## config.mk

```make
export PLATFORM = sky130hd
export DESIGN_NAME = hilo_mult_ctrl_flat
export DESIGN_NICKNAME = d
export VERILOG_FILES = /design/src/rtl/hilo_mult_ctrl_if.sv /design/src/rtl/hilo_mult_ctrl.sv /design/src/flat_wrapper.sv
export SDC_FILE = /design/constraint.sdc
export NUM_CORES = 1
export LEC_CHECK = 0
export CAP_MARGIN = 20
export CORE_MARGIN = 5
export CORE_UTILIZATION = 50
export CTS_CLUSTER_DIAMETER = 50
export CTS_CLUSTER_SIZE = 12
export DETAILED_ROUTE_END_ITERATION = 16
export PLACE_DENSITY = 0.84
export SLEW_MARGIN = 20
export SYNTH_ARGS = -nofsm -noshare
export SYNTH_HDL_FRONTEND = slang
export SYNTH_SLANG_ARGS = --single-unit
```

## constraint.sdc

```tcl
create_clock -name clk -period 13.48 [get_ports clk]
set_input_delay 2.696 -clock clk [delete_from_list [all_inputs] [get_ports clk]]
set_output_delay 2.696 -clock clk [all_outputs]
set_load 0.02 [all_outputs]
```

## src/rtl/hilo_mult_ctrl_if.sv

```systemverilog
// -----------------------------------------------------------------------------
// hilo_mult_ctrl_if
// Bundle of the signals between the HI/LO multiply controller, the EX stage of
// the pipeline and the iterative shift-add Multiplier.
//
//   Pipeline side : start, op, dataA, dataB      -> controller
//                   rd_data, hi, lo, busy, stall, done <- controller
//   Multiplier    : mul_reset, mul_signal, mul_a, mul_b <- controller
//                   mul_product                          -> controller
//
// modport slave  : the controller itself
// modport master : the environment (pipeline + Multiplier)
// -----------------------------------------------------------------------------
interface hilo_mult_ctrl_if;
    logic        start;
    logic [5:0]  op;
    logic [31:0] dataA;
    logic [31:0] dataB;
    logic        mul_reset;
    logic [5:0]  mul_signal;
    logic [31:0] mul_a;
    logic [31:0] mul_b;
    logic [63:0] mul_product;
    logic [31:0] hi;
    logic [31:0] lo;
    logic [31:0] rd_data;
    logic        busy;
    logic        stall;
    logic        done;

    modport slave (
        input  start, op, dataA, dataB, mul_product,
        output mul_reset, mul_signal, mul_a, mul_b,
        output hi, lo, rd_data, busy, stall, done
    );

    modport master (
        output start, op, dataA, dataB, mul_product,
        input  mul_reset, mul_signal, mul_a, mul_b,
        input  hi, lo, rd_data, busy, stall, done
    );
endinterface

```

## src/rtl/hilo_mult_ctrl.sv

```systemverilog
// -----------------------------------------------------------------------------
// hilo_mult_ctrl
// Sequencing controller for the iterative shift-add Multiplier and owner of the
// architectural HI/LO registers.
//
// Ports:
//   clk    : single clock, rising edge
//   reset  : asynchronous, active-high
//   bus    : hilo_mult_ctrl_if.slave
//            start/op/dataA/dataB  EX-stage instruction and operands
//            mul_reset/mul_signal/mul_a/mul_b  Multiplier control and operands
//            mul_product           Multiplier 64-bit result
//            hi/lo                 architectural HI and LO
//            rd_data               MFHI/MFLO result (valid when stall==0)
//            busy                  multiply operation in flight
//            stall                 hold EX and earlier stages
//            done                  one-cycle pulse after HI/LO update
//
// Sequence for one MULT/MADDU: IDLE -> CLR (Multiplier cleared) -> RUN
// (ITER+1 cycles: load + ITER iterations) -> CAPT (HI:LO written) -> IDLE.
// -----------------------------------------------------------------------------
module hilo_mult_ctrl #(
    parameter int          ITER     = 32,
    parameter logic [5:0]  OP_MULT  = 6'b011001,
    parameter logic [5:0]  OP_MADDU = 6'b000001,
    parameter logic [5:0]  OP_MFHI  = 6'b010000,
    parameter logic [5:0]  OP_MFLO  = 6'b010010,
    parameter logic [5:0]  OP_IDLE  = 6'b111111
) (
    input  logic             clk,
    input  logic             reset,
    hilo_mult_ctrl_if.slave  bus
);

    localparam int                CNT_W    = $clog2(ITER + 1) + 1;
    localparam logic [CNT_W-1:0]  CNT_LAST = CNT_W'(ITER);

    typedef enum logic [1:0] {
        S_IDLE = 2'b00,
        S_CLR  = 2'b01,
        S_RUN  = 2'b10,
        S_CAPT = 2'b11
    } state_t;

    state_t            state_q;
    logic [5:0]        op_q;
    logic [31:0]       a_q;
    logic [31:0]       b_q;
    logic [CNT_W-1:0]  cnt_q;
    logic [31:0]       hi_q;
    logic [31:0]       lo_q;
    logic              done_q;

    logic              busy_s;
    logic              accept_s;
    logic [63:0]       hilo_d;
    logic [5:0]        mul_signal_s;
    logic [31:0]       rd_data_s;

    // True for the two opcodes that start a Multiplier operation.
    function automatic logic is_mul_op(input logic [5:0] f);
        return (f == OP_MULT) || (f == OP_MADDU);
    endfunction

    // True for every opcode that touches HI/LO and must wait for a busy unit.
    function automatic logic is_hilo_op(input logic [5:0] f);
        return is_mul_op(f) || (f == OP_MFHI) || (f == OP_MFLO);
    endfunction

    // Accept decision and the HI:LO value written in CAPT (overwrite or 64-bit
    // accumulate; the carry out of bit 63 is dropped by the 64-bit sum).
    always_comb begin
        busy_s   = (state_q != S_IDLE);
        accept_s = bus.start && is_mul_op(bus.op) && (state_q == S_IDLE);
        if (op_q == OP_MULT) begin
            hilo_d = bus.mul_product;
        end else begin
            hilo_d = {hi_q, lo_q} + bus.mul_product;
        end
    end

    // Multiplier Signal: the latched opcode only while iterating, park otherwise.
    always_comb begin
        mul_signal_s = OP_IDLE;
        case (state_q)
            S_RUN:   mul_signal_s = op_q;
            S_IDLE:  mul_signal_s = OP_IDLE;
            S_CLR:   mul_signal_s = OP_IDLE;
            S_CAPT:  mul_signal_s = OP_IDLE;
            default: mul_signal_s = OP_IDLE;
        endcase
    end

    // MFHI/MFLO read port; HI/LO are already updated in the done cycle.
    always_comb begin
        rd_data_s = 32'h0000_0000;
        if (bus.op == OP_MFHI) begin
            rd_data_s = hi_q;
        end else if (bus.op == OP_MFLO) begin
            rd_data_s = lo_q;
        end else begin
            rd_data_s = 32'h0000_0000;
        end
    end

    // Sequencing FSM, operand latches, iteration counter, HI/LO and done pulse.
    always_ff @(posedge clk or posedge reset) begin
        if (reset) begin
            state_q <= S_IDLE;
            op_q    <= 6'b000000;
            a_q     <= 32'h0000_0000;
            b_q     <= 32'h0000_0000;
            cnt_q   <= '0;
            hi_q    <= 32'h0000_0000;
            lo_q    <= 32'h0000_0000;
            done_q  <= 1'b0;
        end else begin
            done_q <= 1'b0;
            case (state_q)
                S_IDLE: begin
                    if (accept_s) begin
                        op_q    <= bus.op;
                        a_q     <= bus.dataA;
                        b_q     <= bus.dataB;
                        state_q <= S_CLR;
                    end
                end
                S_CLR: begin
                    cnt_q   <= '0;
                    state_q <= S_RUN;
                end
                S_RUN: begin
                    // cnt runs 0..ITER, so RUN lasts ITER+1 cycles.
                    cnt_q <= cnt_q + {{(CNT_W-1){1'b0}}, 1'b1};
                    if (cnt_q == CNT_LAST) begin
                        state_q <= S_CAPT;
                    end
                end
                S_CAPT: begin
                    hi_q    <= hilo_d[63:32];
                    lo_q    <= hilo_d[31:0];
                    done_q  <= 1'b1;
                    state_q <= S_IDLE;
                end
                default: begin
                    state_q <= S_IDLE;
                end
            endcase
        end
    end

    // Multiplier is held in reset both by the system reset and during CLR.
    assign bus.mul_reset  = reset || (state_q == S_CLR);
    assign bus.mul_signal = mul_signal_s;
    assign bus.mul_a      = a_q;
    assign bus.mul_b      = b_q;
    assign bus.hi         = hi_q;
    assign bus.lo         = lo_q;
    assign bus.rd_data    = rd_data_s;
    assign bus.busy       = busy_s;
    assign bus.stall      = bus.start && busy_s && is_hilo_op(bus.op);
    assign bus.done       = done_q;

endmodule

```

## src/flat_wrapper.sv

```systemverilog
// flat-port wrapper written by rule: the top's interface ports become plain ports
module hilo_mult_ctrl_flat 
#(
    parameter int          ITER     = 32,
    parameter logic [5:0]  OP_MULT  = 6'b011001,
    parameter logic [5:0]  OP_MADDU = 6'b000001,
    parameter logic [5:0]  OP_MFHI  = 6'b010000,
    parameter logic [5:0]  OP_MFLO  = 6'b010010,
    parameter logic [5:0]  OP_IDLE  = 6'b111111
)
  (clk, reset, bus_start, bus_op, bus_dataA, bus_dataB, bus_mul_product, bus_mul_reset, bus_mul_signal, bus_mul_a, bus_mul_b, bus_hi, bus_lo, bus_rd_data, bus_busy, bus_stall, bus_done);
  hilo_mult_ctrl_if bus_i ();
  input  logic clk;
  input  logic reset;
  input wire logic [$bits(bus_i.start)-1:0] bus_start;
  input wire logic [$bits(bus_i.op)-1:0] bus_op;
  input wire logic [$bits(bus_i.dataA)-1:0] bus_dataA;
  input wire logic [$bits(bus_i.dataB)-1:0] bus_dataB;
  input wire logic [$bits(bus_i.mul_product)-1:0] bus_mul_product;
  output wire logic [$bits(bus_i.mul_reset)-1:0] bus_mul_reset;
  output wire logic [$bits(bus_i.mul_signal)-1:0] bus_mul_signal;
  output wire logic [$bits(bus_i.mul_a)-1:0] bus_mul_a;
  output wire logic [$bits(bus_i.mul_b)-1:0] bus_mul_b;
  output wire logic [$bits(bus_i.hi)-1:0] bus_hi;
  output wire logic [$bits(bus_i.lo)-1:0] bus_lo;
  output wire logic [$bits(bus_i.rd_data)-1:0] bus_rd_data;
  output wire logic [$bits(bus_i.busy)-1:0] bus_busy;
  output wire logic [$bits(bus_i.stall)-1:0] bus_stall;
  output wire logic [$bits(bus_i.done)-1:0] bus_done;
  assign bus_i.start = bus_start;
  assign bus_i.op = bus_op;
  assign bus_i.dataA = bus_dataA;
  assign bus_i.dataB = bus_dataB;
  assign bus_i.mul_product = bus_mul_product;
  assign bus_mul_reset = bus_i.mul_reset;
  assign bus_mul_signal = bus_i.mul_signal;
  assign bus_mul_a = bus_i.mul_a;
  assign bus_mul_b = bus_i.mul_b;
  assign bus_hi = bus_i.hi;
  assign bus_lo = bus_i.lo;
  assign bus_rd_data = bus_i.rd_data;
  assign bus_busy = bus_i.busy;
  assign bus_stall = bus_i.stall;
  assign bus_done = bus_i.done;
  hilo_mult_ctrl #(.ITER(ITER), .OP_MULT(OP_MULT), .OP_MADDU(OP_MADDU), .OP_MFHI(OP_MFHI), .OP_MFLO(OP_MFLO), .OP_IDLE(OP_IDLE)) u_core (.clk(clk), .reset(reset), .bus(bus_i));
endmodule
```

; Word-level counts from Yosys, hierarchy flattened
; Cells that the tools add are included.
[classes]
n_reduce_logical = 14
magnitude_cmp = 0
mul = 0
div = 0
n_eq_ne = 11
bitwise = 0
addsub = 2
mux = 9
shifts = 0
[op_table]
columns = operator, count
row1 = $add 64x64->64, 1
row2 = $mux 32, 2
row3 = $mux 64, 1
row4 = $eq 6x5->1 const B, 4
row5 = $pmux 7 s2, 1
row6 = $pmux 6 s2, 1
row7 = $pmux 2 s4, 1
row8 = $add 7x1->7 const B, 1
row9 = $eq 7x6->1 const B, 1
row10 = $eq 6x1->1 const B, 1
row11 = $eq 2x2->1 const B, 2
row12 = $logic_and 1x1->1, 4
row13 = $logic_or 1x1->1, 4
row14 = $mux 2, 2
row15 = $ne 2x1->1 const B, 2
row16 = $reduce_and 2->1, 2
row17 = $reduce_bool 2->1, 2
row18 = $reduce_or 3->1, 1
row19 = $eq 2x1->1 const B, 1
row20 = $logic_not 2->1, 1
row21 = $mux 1, 1
[totals]
out_inout_bits = 170
mem_count = 0
word_cells = 44
latchBits = 0
mem_bits_ro = 0
register_bits = 144
ram_bits = 0
input_bits = 137

; Logic depth before layout (Yosys ltp)
; Gate-level depths: netlist of the first run.
[depth]
word_depth = 6
mapped_depth = 12

; Worst setup path before layout of the first run
; Ideal clock, no wire load.
[synth_timing]
path_kind = input to output
startpoint = in bus_op[1]
endpoint = out bus_rd_data[10]
stages = 4
arrival_ns = 3.808
t_required_ns = 10.784
slack_ns = 6.976
path_cell_list = clkbuf_1 -> clkbuf_1 -> mux2i_1 -> nor2_1
[synth_via]
elab_chain_cells = 3
word_cells_on_any_way = 4
[synth_lines]
columns = item, line_no
row1 = "start, declared", flat_wrapper.sv:16  ; input wire logic [$bits(bus_i.op)-1:0] bus_op;
row2 = $eq 6x5->1, hilo_mult_ctrl.sv:99  ; end else if (bus.op == OP_MFLO) begin
row3 = $mux 32, hilo_mult_ctrl.sv:99
row4 = $mux 32 (*), hilo_mult_ctrl.sv:97  ; if (bus.op == OP_MFHI) begin
row5 = "end, declared", flat_wrapper.sv:26  ; output wire logic [$bits(bus_i.rd_data)-1:0] bus_rd_data;
; Every way passes the cells marked *; elsewhere a longest branch is shown, timed or not.

; Final worst setup path of the first run
[layout_timing]
startpoint = in bus_op[1]
endpoint = out bus_stall
[layout_via]
elab_chain_cells = 5
word_cells_on_any_way = 8
[layout_lines]
columns = item, line_no
row1 = $eq 6x5->1 / $eq 6x1->1 (equally long branches), hilo_mult_ctrl.sv:62  ; return (f == OP_MULT) || (f == OP_MADDU);
row2 = $logic_or 1x1->1, hilo_mult_ctrl.sv:62
row3 = $logic_or 1x1->1, hilo_mult_ctrl.sv:67  ; return is_mul_op(f) || (f == OP_MFHI) || (f == OP_MFLO);
row4 = $logic_or 1x1->1 (*), hilo_mult_ctrl.sv:67
row5 = $logic_and 1x1->1 (*), hilo_mult_ctrl.sv:161  ; assign bus.stall = bus.start && busy_s && is_hilo_op(bus.op);
row6 = "end, declared", flat_wrapper.sv:28  ; output wire logic [$bits(bus_i.stall)-1:0] bus_stall;
; Marks and branches as above.

==> results of run 1 <==
-- kinds of logic after synthesis --
logic type               Yosys count  synth area share, %
AND/OR/NAND/NOR                  350                 15.4
buffers and inverters             86                 3.21
flip-flops                       144                 35.2
multiplexers                     108                 11.4
XOR/XNOR                          57                 4.88
adder cells (fa/ha/maj)           71                 8.75
AO/OA/AOI/OAI                    345                 21.2
-- power groups by stage --
stage,Clock [mW],Combinational (mW),Sequential (mW)
global route,0.500,2.15,0.764
global placement,0,1.89,0.753
finish,0.476,1.95,0.752
CTS,0.482,1.94,0.751
detailed placement,0,1.92,0.757
floorplan,0,1.21,0.804
-- sequential cells by signal, indices dropped and copies added (netlist names) --
name              flops
u_core.bus.done       1
u_core.bus.hi        32
u_core.bus.lo        32
u_core.bus.mul_a     32
u_core.bus.mul_b     32
u_core.cnt_q          7
u_core.op_q           6
u_core.state_q        2
-- layout by cell type (no fill, tap or decap), drive strengths merged, types with 7 or more instances in the layout --
| master | count |
|---|---|
| ha | 70 |
| and2 | 7 |
| xnor2 | 38 |
| nor2 | 137 |
| and3 | 10 |
| mux2 | 71 |
| inv | 32 |
| nand3 | 23 |
| a21o | 36 |
| a21oi | 138 |
| nand4 | 19 |
| a31oi | 29 |
| mux2i | 37 |
| clkdlybuf4s50 | 305 |
| nor3 | 12 |
| clkbuf | 18 |
| o21ai | 63 |
| o21bai | 16 |
| nand2 | 102 |
| xor2 | 19 |
| or3 | 10 |
| nand2b | 12 |
| dfrtp | 144 |
-- final timing paths --
path                                                        from                                to  depth (start not counted)
worst max-delay path                                   bus_op[1]                         bus_stall                          5
worst min-delay path            u_core.bus.mul_a[21]$_DFFE_PP0P_  u_core.bus.mul_a[21]$_DFFE_PP0P_                          1
worst max register to register      u_core.bus.lo[0]$_DFFE_PP0P_     u_core.bus.hi[30]$_DFFE_PP0P_                         12
worst min register to register  u_core.bus.mul_a[21]$_DFFE_PP0P_  u_core.bus.mul_a[21]$_DFFE_PP0P_                          1
max in group asynchronous                                  reset     u_core.bus.lo[20]$_DFFE_PP0P_                          3
min in group asynchronous                                  reset        u_core.op_q[4]$_DFFE_PP0P_                          2
-- area by class of cell --
class,instances,area share [%]
clock buffer,18,3.12
clock inverter,14,1.04
inverter,25,0.703
multi-input combinational,931,45.1
sequential,144,25.6
tap,270,2.40
timing repair buffer,311,22.0
-- routing by layer --
layer	wire [µm]	vias to the layer above
met5	20	-
met4	1560	2
met3	2470	56
met2	17400	428
met1	14000	4809
li1	-	4757
-- through the flow --
step / std cells / hold slack [ps] / cell area, µm² / total power, mW / setup slack (ps)
after global routing: 1713 / 512 / 14100 / 3.41 / 5980
after floorplan: 1161 / 464 / 10200 / 2.01 / 6920
after global placement: 1681 / 486 / 13500 / 2.65 / 6110
after detailed placement: 1681 / 492 / 13500 / 2.68 / 6060
final: 1713 / 504 / 14100 / 3.18 / 6070
after CTS: 1713 / 507 / 14100 / 3.17 / 6070
==> impl_metrics.env, run 1 <==
export IMPL_antenna_found_initial=1
export IMPL_drive_above_1_share_pct=8.94
export IMPL_dr_total_vias=10100
export IMPL_drv_slew=0
export IMPL_post_synth_top_count_cell="dfrtp_1"
export IMPL_grt_pass1_wl_um=55300
export IMPL_grtUsageTotal_pct=29.6
export IMPL_ys_seq_elements=144
export IMPL_post_dp_hpwl_um=27300
export IMPL_die_h_um=153
export IMPL_clkTransAtPathRegs_ps=60
export IMPL_die_w_um=153
export IMPL_grt_use_met3_pct=6.08
export IMPL_numCtsBuffers=17
export IMPL_syn_area_mm2=0.0102
export IMPL_synth_net_count=1369
export IMPL_area_delta_synth_final_pct=37.3
export IMPL_grt_max_degree=81
export IMPL_ctsHoldBuffers=0
export IMPL_busiest_layer="met2"
export IMPL_regArea_mm2=0.00360
export IMPL_p_sw_share_pct=47.3
export IMPL_synth_cells=1161
export IMPL_num_nets_final=1638
export IMPL_cp_num_buf_inv=2
export IMPL_ys_flop_type="dfrtp_1"
export IMPL_timing_final_crit_share_pct=54.9
export IMPL_diodes=0
export IMPL_critPathSlowestCell="buf_2"
export IMPL_yosysTopAreaCell="dfrtp_1"
export IMPL_yosys_top_cells_count="dfrtp_1 (144), a21oi_1 (138), nor2_1 (137), nand2_1 (102)"
export IMPL_yosys_top_cells_area="dfrtp_1 (35%), ha_1 (8.6%), mux2_2 (7.7%)"
export IMPL_skew_ps=11.4
export IMPL_cpLargestDelayFamily="buffers and inverters"
export IMPL_post_cts_buffers=0
export IMPL_synth_distinct_cells=66
export IMPL_core_area_mm2=0.0202
export IMPL_cp_cell_sequence="buf_2 > and4b_1 > nand2b_1 > and3_1 > clkdlybuf4s50_1"
export IMPL_vias_per_cell=5.87
export IMPL_multi_input_area_mm2=0.00633
export IMPL_cp_end_kind="output port"
export IMPL_slew_headroom_pct=27.2
export IMPL_gr_usage_met2_pct=50.7
export IMPL_post_route_drc_count=0
export IMPL_yosysWarnings=0
export IMPL_reg2reg_slack_ps=9800
export IMPL_p_per_area_mw_per_mm2=226
export IMPL_setup_tns_ps=0
export IMPL_clock_fmax_mhz=135
export IMPL_num_io_pins=307
export IMPL_start_kind="input pin"
export IMPL_totalWireLength_um=35400
export IMPL_hold_viol=0
export IMPL_async_flop_share_pct=100
export IMPL_yosysTopAreaCellShare_pct=35.2
export IMPL_p_clk_share_pct=15.0
export IMPL_setup_viol=0
export IMPL_p_int_mw=1.68
export IMPL_synth_seq_area_share_pct=35.2
export IMPL_cts_tree="built"
export IMPL_initial_core_util_pct=50.8
export IMPL_critPathArrivalTime_ps=4710
export IMPL_numPortBuffers=306
export IMPL_rows=52
export IMPL_grt_setup_unrepaired="no"
export IMPL_clk_path_buf_depth=2
export IMPL_cts_htree_levels=4
export IMPL_cts_root_buf="clkbuf_16"
export IMPL_combPwrFrac_pct=61.4
export IMPL_status="finished, final reports clean"
export IMPL_finish_utilization_pct=69.7
export IMPL_worstHoldPathType="reg2reg"
export IMPL_postRouteAntennaNets=0
export IMPL_avgSynthCellArea_um2=8.82
export IMPL_irDropWorstVdd_mv=0.142
export IMPL_drtIter0Drc=589
export IMPL_cts_resized=0
export IMPL_cpPeakStageDelay_ps=800
export IMPL_grt_pass1_vias=9988
export IMPL_synth_enable_flop_cells=0
export IMPL_first_pass_iters=5
export IMPL_fill_cells=1554
export IMPL_die_area_mm2=0.0234
export IMPL_clock_latency_ps=430
export IMPL_period_minus_slack_ps=7410
export IMPL_worstSetupPathType="in2out"
export IMPL_cts_sinks=144
export IMPL_required_ps=10780
export IMPL_worst_pin_slew_ps=1090
export IMPL_overflow=0
export IMPL_p_switching_mw=1.50
export IMPL_grt_use_met1_pct=36.0
export IMPL_cp_max_fo=33
export IMPL_p_leak_nw=6.19
export IMPL_place_gp_congestion=0.935
export IMPL_wl_per_cell_um=20.7
export IMPL_sequentialPowerShare_pct=23.7
export IMPL_maxCapViolations=0
Note: power is estimated with default switching activity, not from simulation.
==> run 2, diff against run 1 <==
- CORE_UTILIZATION: 50 -> 49
- PLACE_DENSITY: 0.84 -> 0.83
- clock period: 13.48 -> 7.24 ns (I/O delays scaled with it)
==> impl_metrics.env, run 2 (same netlist as run 1, synthesis figures left out) <==
export IMPL_status="finished, final reports clean"
export IMPL_clock_fmax_mhz=205
export IMPL_diodes=0
export IMPL_multi_input_area_mm2=0.00633
export IMPL_grt_max_degree=90
export IMPL_whs_path_depth=1
export IMPL_cts_htree_levels=4
export IMPL_grtUsageTotal_pct=29.9
export IMPL_finish_utilization_pct=68.7
export IMPL_p_sw_share_pct=48.0
export IMPL_setup_tns_ps=0
export IMPL_dr_total_vias=10000
export IMPL_grt_pass1_wl_um=56800
export IMPL_area_delta_synth_final_pct=37.0
export IMPL_grt_setup_unrepaired="no"
export IMPL_skew_ps=12.7
export IMPL_num_io_pins=307
export IMPL_stdcell_count=1713
export IMPL_drive_above_1_share_pct=8.94
export IMPL_cp_cell_sequence="buf_2 > and4b_1 > nand2b_1 > and3_1 > clkdlybuf4s50_1"
export IMPL_worstHoldPathType="reg2reg"
export IMPL_worstSetupPathType="in2out"
export IMPL_worst_pin_slew_ps=1040
export IMPL_post_route_drc_count=0
export IMPL_cp_num_buf_inv=2
export IMPL_period_minus_slack_ps=4870
export IMPL_dp_slack_ps=2240
export IMPL_final_common_cell="clkdlybuf4s50_1"
export IMPL_final_cell_mix="clkdlybuf4s50_1 (305), dfrtp_1 (144), a21oi_1 (138)"
export IMPL_first_pass_iters=5
export IMPL_critPathSlowestCell="buf_2"
export IMPL_post_cts_buffers=0
export IMPL_reg2reg_slack_ps=3610
export IMPL_vias_per_cell=5.84
export IMPL_start_kind="input pin"
export IMPL_regArea_mm2=0.00360
export IMPL_die_w_um=155
export IMPL_wl_per_cell_um=21.4
export IMPL_worst_slack_ps=2370
export IMPL_clk_path_buf_depth=2
export IMPL_p_int_mw=3.08
export IMPL_cts_root_buf="clkbuf_16"
export IMPL_dpl_cell_area_mm2=0.0135
export IMPL_p_per_area_mw_per_mm2=423
export IMPL_reg2reg_to="u_core.bus.hi[24]$_DFFE_PP0P_"
export IMPL_postRouteAntennaNets=0
export IMPL_p_leak_nw=6.19
export IMPL_cpLargestDelayFamily="buffers and inverters"
export IMPL_combPwrFrac_pct=62.0
export IMPL_place_gp_congestion=0.952
export IMPL_totalWireLength_um=36600
export IMPL_min_to="u_core.bus.mul_a[31]$_DFFE_PP0P_"
export IMPL_rows=52
export IMPL_rr_startpoint="u_core.bus.lo[0]$_DFFE_PP0P_"
export IMPL_p_switching_mw=2.85
export IMPL_grt_pass1_vias=10100
export IMPL_numPortBuffers=306
export IMPL_die_h_um=155
export IMPL_maxCapViolations=0
export IMPL_cp_max_fo=33
export IMPL_cts_sinks=144
export IMPL_num_nets_final=1638
export IMPL_antenna_found_initial=1
export IMPL_drtIter0Drc=679
export IMPL_fin_total_pwr_mw=5.93
export IMPL_die_area_mm2=0.0239
export IMPL_clkTransAtPathRegs_ps=60
export IMPL_cts_tree="built"
export IMPL_slew_headroom_pct=30.3
export IMPL_ctsHoldBuffers=0
export IMPL_required_ps=5790
export IMPL_critPathArrivalTime_ps=3420
export IMPL_drv_slew=0
export IMPL_fill_cells=1656
export IMPL_rr_worst_depth=12
export IMPL_hold_viol=0
export IMPL_cp_end_kind="output port"
export IMPL_p_clk_share_pct=14.6
export IMPL_irDropWorstVdd_mv=0.278
export IMPL_cts_resized=0
export IMPL_clock_latency_ps=420
export IMPL_sequentialPowerShare_pct=23.4
export IMPL_post_dp_hpwl_um=28000
export IMPL_numCtsBuffers=17
export IMPL_initial_core_util_pct=50.1
export IMPL_fin_hold_ws_ps=510
export IMPL_final_cell_area_mm2=0.0140
export IMPL_core_area_mm2=0.0204
export IMPL_cpPeakStageDelay_ps=760
export IMPL_hp_start="u_core.bus.mul_a[31]$_DFFE_PP0P_"
export IMPL_overflow=0
export IMPL_setup_viol=0
export IMPL_timing_final_crit_share_pct=67.2
export IMPL_placedCellCount=1681
==> run 2: worst max path at each step <==
stage / cells past startpoint / start / slack [ps] / endpoint
final: 5 / bus_op[1] / 2370 / bus_stall
after floorplan: 1 / reset / 1930 / u_core.bus.done$_DFF_PP0_
after CTS: 5 / bus_op[1] / 2360 / bus_stall
after detailed placement: 13 / bus_mul_product[0] / 2240 / u_core.bus.hi[28]$_DFFE_PP0P_
after global placement: 13 / bus_mul_product[0] / 2360 / u_core.bus.hi[28]$_DFFE_PP0P_
after global routing: 5 / bus_op[1] / 2300 / bus_stall
==> run 2: cell type report <==
cell class                      instances  share of cell area, %
Multi-Input combinational cell        931                   45.1
Sequential cell                       144                   25.7
Timing Repair Buffer                  311                   22.1
Clock buffer                           17                   3.03
Tap cell                              270                   2.41
Clock inverter                         15                  0.990
Inverter                               25                  0.704
==> run 2: power groups by stage <==
stage,registers [mW],clock network [mW],logic (mW)
finish,1.39,0.866,3.68
global route,1.41,0.907,4.03
CTS,1.39,0.877,3.65
detailed placement,1.40,0,3.62
global placement,1.39,0,3.59
floorplan,1.50,0,2.25
==> run 2: layer usage <==
metal  global-route usage [%]  part of all wire [%]
met5                        0                 0.036
met4                     12.2                   3.9
met3                     6.54                   7.5
met2                     51.9                    49
met1                     36.1                    40
==> run 3, diff against run 2 <==
- CORE_UTILIZATION: 49 -> 44
- PLACE_DENSITY: 0.83 -> 0.79
- clock period: 7.24 -> 4.3 ns (I/O delays scaled with it)
==> impl_metrics.env, run 3 (same netlist as run 1, synthesis figures left out) <==
export IMPL_overflow=0
export IMPL_maxCapViolations=0
export IMPL_die_w_um=163
export IMPL_post_route_drc_count=0
export IMPL_slew_headroom_pct=40.1
export IMPL_antenna_found_initial=2
export IMPL_grt_pass1_wl_um=56200
export IMPL_final_cell_area_mm2=0.0143
export IMPL_numPortBuffers=306
export IMPL_irDropWorstVdd_mv=0.411
export IMPL_cp_end_kind="register"
export IMPL_setup_viol=0
export IMPL_dr_total_vias=10100
export IMPL_drive_above_1_share_pct=10.2
export IMPL_fill_cells=1969
export IMPL_fin_hold_ws_ps=507
export IMPL_initial_core_util_pct=45.0
export IMPL_cts_sinks=144
export IMPL_setup_tns_ps=0
export IMPL_period_minus_slack_ps=3870
export IMPL_area_delta_synth_final_pct=39.6
export IMPL_place_gp_congestion=0.923
export IMPL_post_cts_buffers=0
export IMPL_vias_per_cell=5.66
export IMPL_drv_slew=0
export IMPL_fin_total_pwr_mw=10.1
export IMPL_final_cell_mix="clkdlybuf4s50_1 (305), dfrtp_1 (144), a21oi_1 (138)"
export IMPL_die_h_um=163
export IMPL_totalWireLength_um=36700
export IMPL_placedCellCount=1745
export IMPL_p_per_area_mw_per_mm2=709
export IMPL_cts_root_buf="clkbuf_16"
export IMPL_grt_max_degree=145
export IMPL_start_kind="input pin"
export IMPL_worstHoldPathType="reg2reg"
export IMPL_skew_ps=12.8
export IMPL_final_common_cell="clkdlybuf4s50_1"
export IMPL_cts_htree_levels=4
export IMPL_ctsHoldBuffers=0
export IMPL_dpl_cell_area_mm2=0.0137
export IMPL_worst_pin_slew_ps=899
export IMPL_clk_path_buf_depth=2
export IMPL_drtIter0Drc=605
export IMPL_worstSetupPathType="in2reg"
export IMPL_p_leak_nw=6.29
export IMPL_finish_utilization_pct=62.7
export IMPL_required_ps=4590
export IMPL_cts_tree="built"
export IMPL_timing_final_crit_share_pct=89.9
export IMPL_stdcell_count=1778
export IMPL_wl_per_cell_um=20.6
export IMPL_grt_setup_unrepaired="no"
export IMPL_clock_fmax_mhz=259
export IMPL_num_io_pins=307
export IMPL_grt_pass1_vias=10000
export IMPL_status="finished, final reports clean"
export IMPL_grtUsageTotal_pct=27.1
export IMPL_post_dp_hpwl_um=28500
export IMPL_rows=55
export IMPL_die_area_mm2=0.0264
export IMPL_num_nets_final=1659
export IMPL_clock_latency_ps=420
export IMPL_hold_viol=0
export IMPL_postRouteAntennaNets=0
export IMPL_core_area_mm2=0.0228
export IMPL_first_pass_iters=5
export IMPL_cts_resized=0
export IMPL_critPathArrivalTime_ps=4160
export IMPL_worst_slack_ps=433
export IMPL_numCtsBuffers=17
export IMPL_dp_slack_ps=48.5
export IMPL_clkTransAtPathRegs_ps=70
export IMPL_cp_max_fo=4
[run 3: routing by layer]
metal,global-route usage (%),part of all wire (%)
met1,32.1,40
met2,46.0,47
met3,7.74,8.0
met4,11.4,4.4
met5,0,0.060
[run 3: final timing paths]
| path | start | end | slack (ps) | depth (start not counted) |
|---|---|---|---|---|
| setup / recovery | bus_mul_product[0] | u_core.bus.hi[28]$_DFFE_PP0P_ | 430 | 14 |
| hold / removal | u_core.bus.mul_b[24]$_DFFE_PP0P_ | u_core.bus.mul_b[24]$_DFFE_PP0P_ | 510 | 1 |
| setup reg to reg | u_core.bus.lo[20]$_DFFE_PP0P_ | u_core.bus.hi[27]$_DFFE_PP0P_ | 870 | 11 |
| hold reg to reg | u_core.bus.mul_b[24]$_DFFE_PP0P_ | u_core.bus.mul_b[24]$_DFFE_PP0P_ | 510 | 1 |
| max in group asynchronous | reset | u_core.bus.hi[0]$_DFFE_PP0P_ | 2670 | 3 |
| min in group asynchronous | reset | u_core.bus.mul_b[29]$_DFFE_PP0P_ | 1030 | 3 |
[run 3: area by class of cell]
type	count	area [µm²]	share of cell area (%)
inverter	25	97.6	0.683
sequential	144	3600	25.2
clock inverter	14	144	1.01
tap	313	392	2.74
timing repair buffer	332	3280	22.9
antenna	1	2.50	0.0175
multi-input combinational	931	6330	44.3
clock buffer	18	439	3.07
[run 3: where the power goes]
part | internal [mW] | total (mW) | switching [mW]
clock network | 0.789 | 1.49 | 0.701
registers | 1.74 | 2.33 | 0.591
logic | 2.79 | 6.31 | 3.52
total | 5.32 | 10.1 | 4.81
[run 3: worst max-delay path, stage by stage]
cell and delay (ps):
clkdlybuf4s50_1 450, ha_1 250, fa_1 430, a21o_1 220, a21oi_1 300, o21ba_2 240
o21ai_1 120, o21ai_1 260, o41ai_2 120, buf_4 170, a22oi_1 300, o21ai_0 190
mux2i_1 170, nand3_1 80
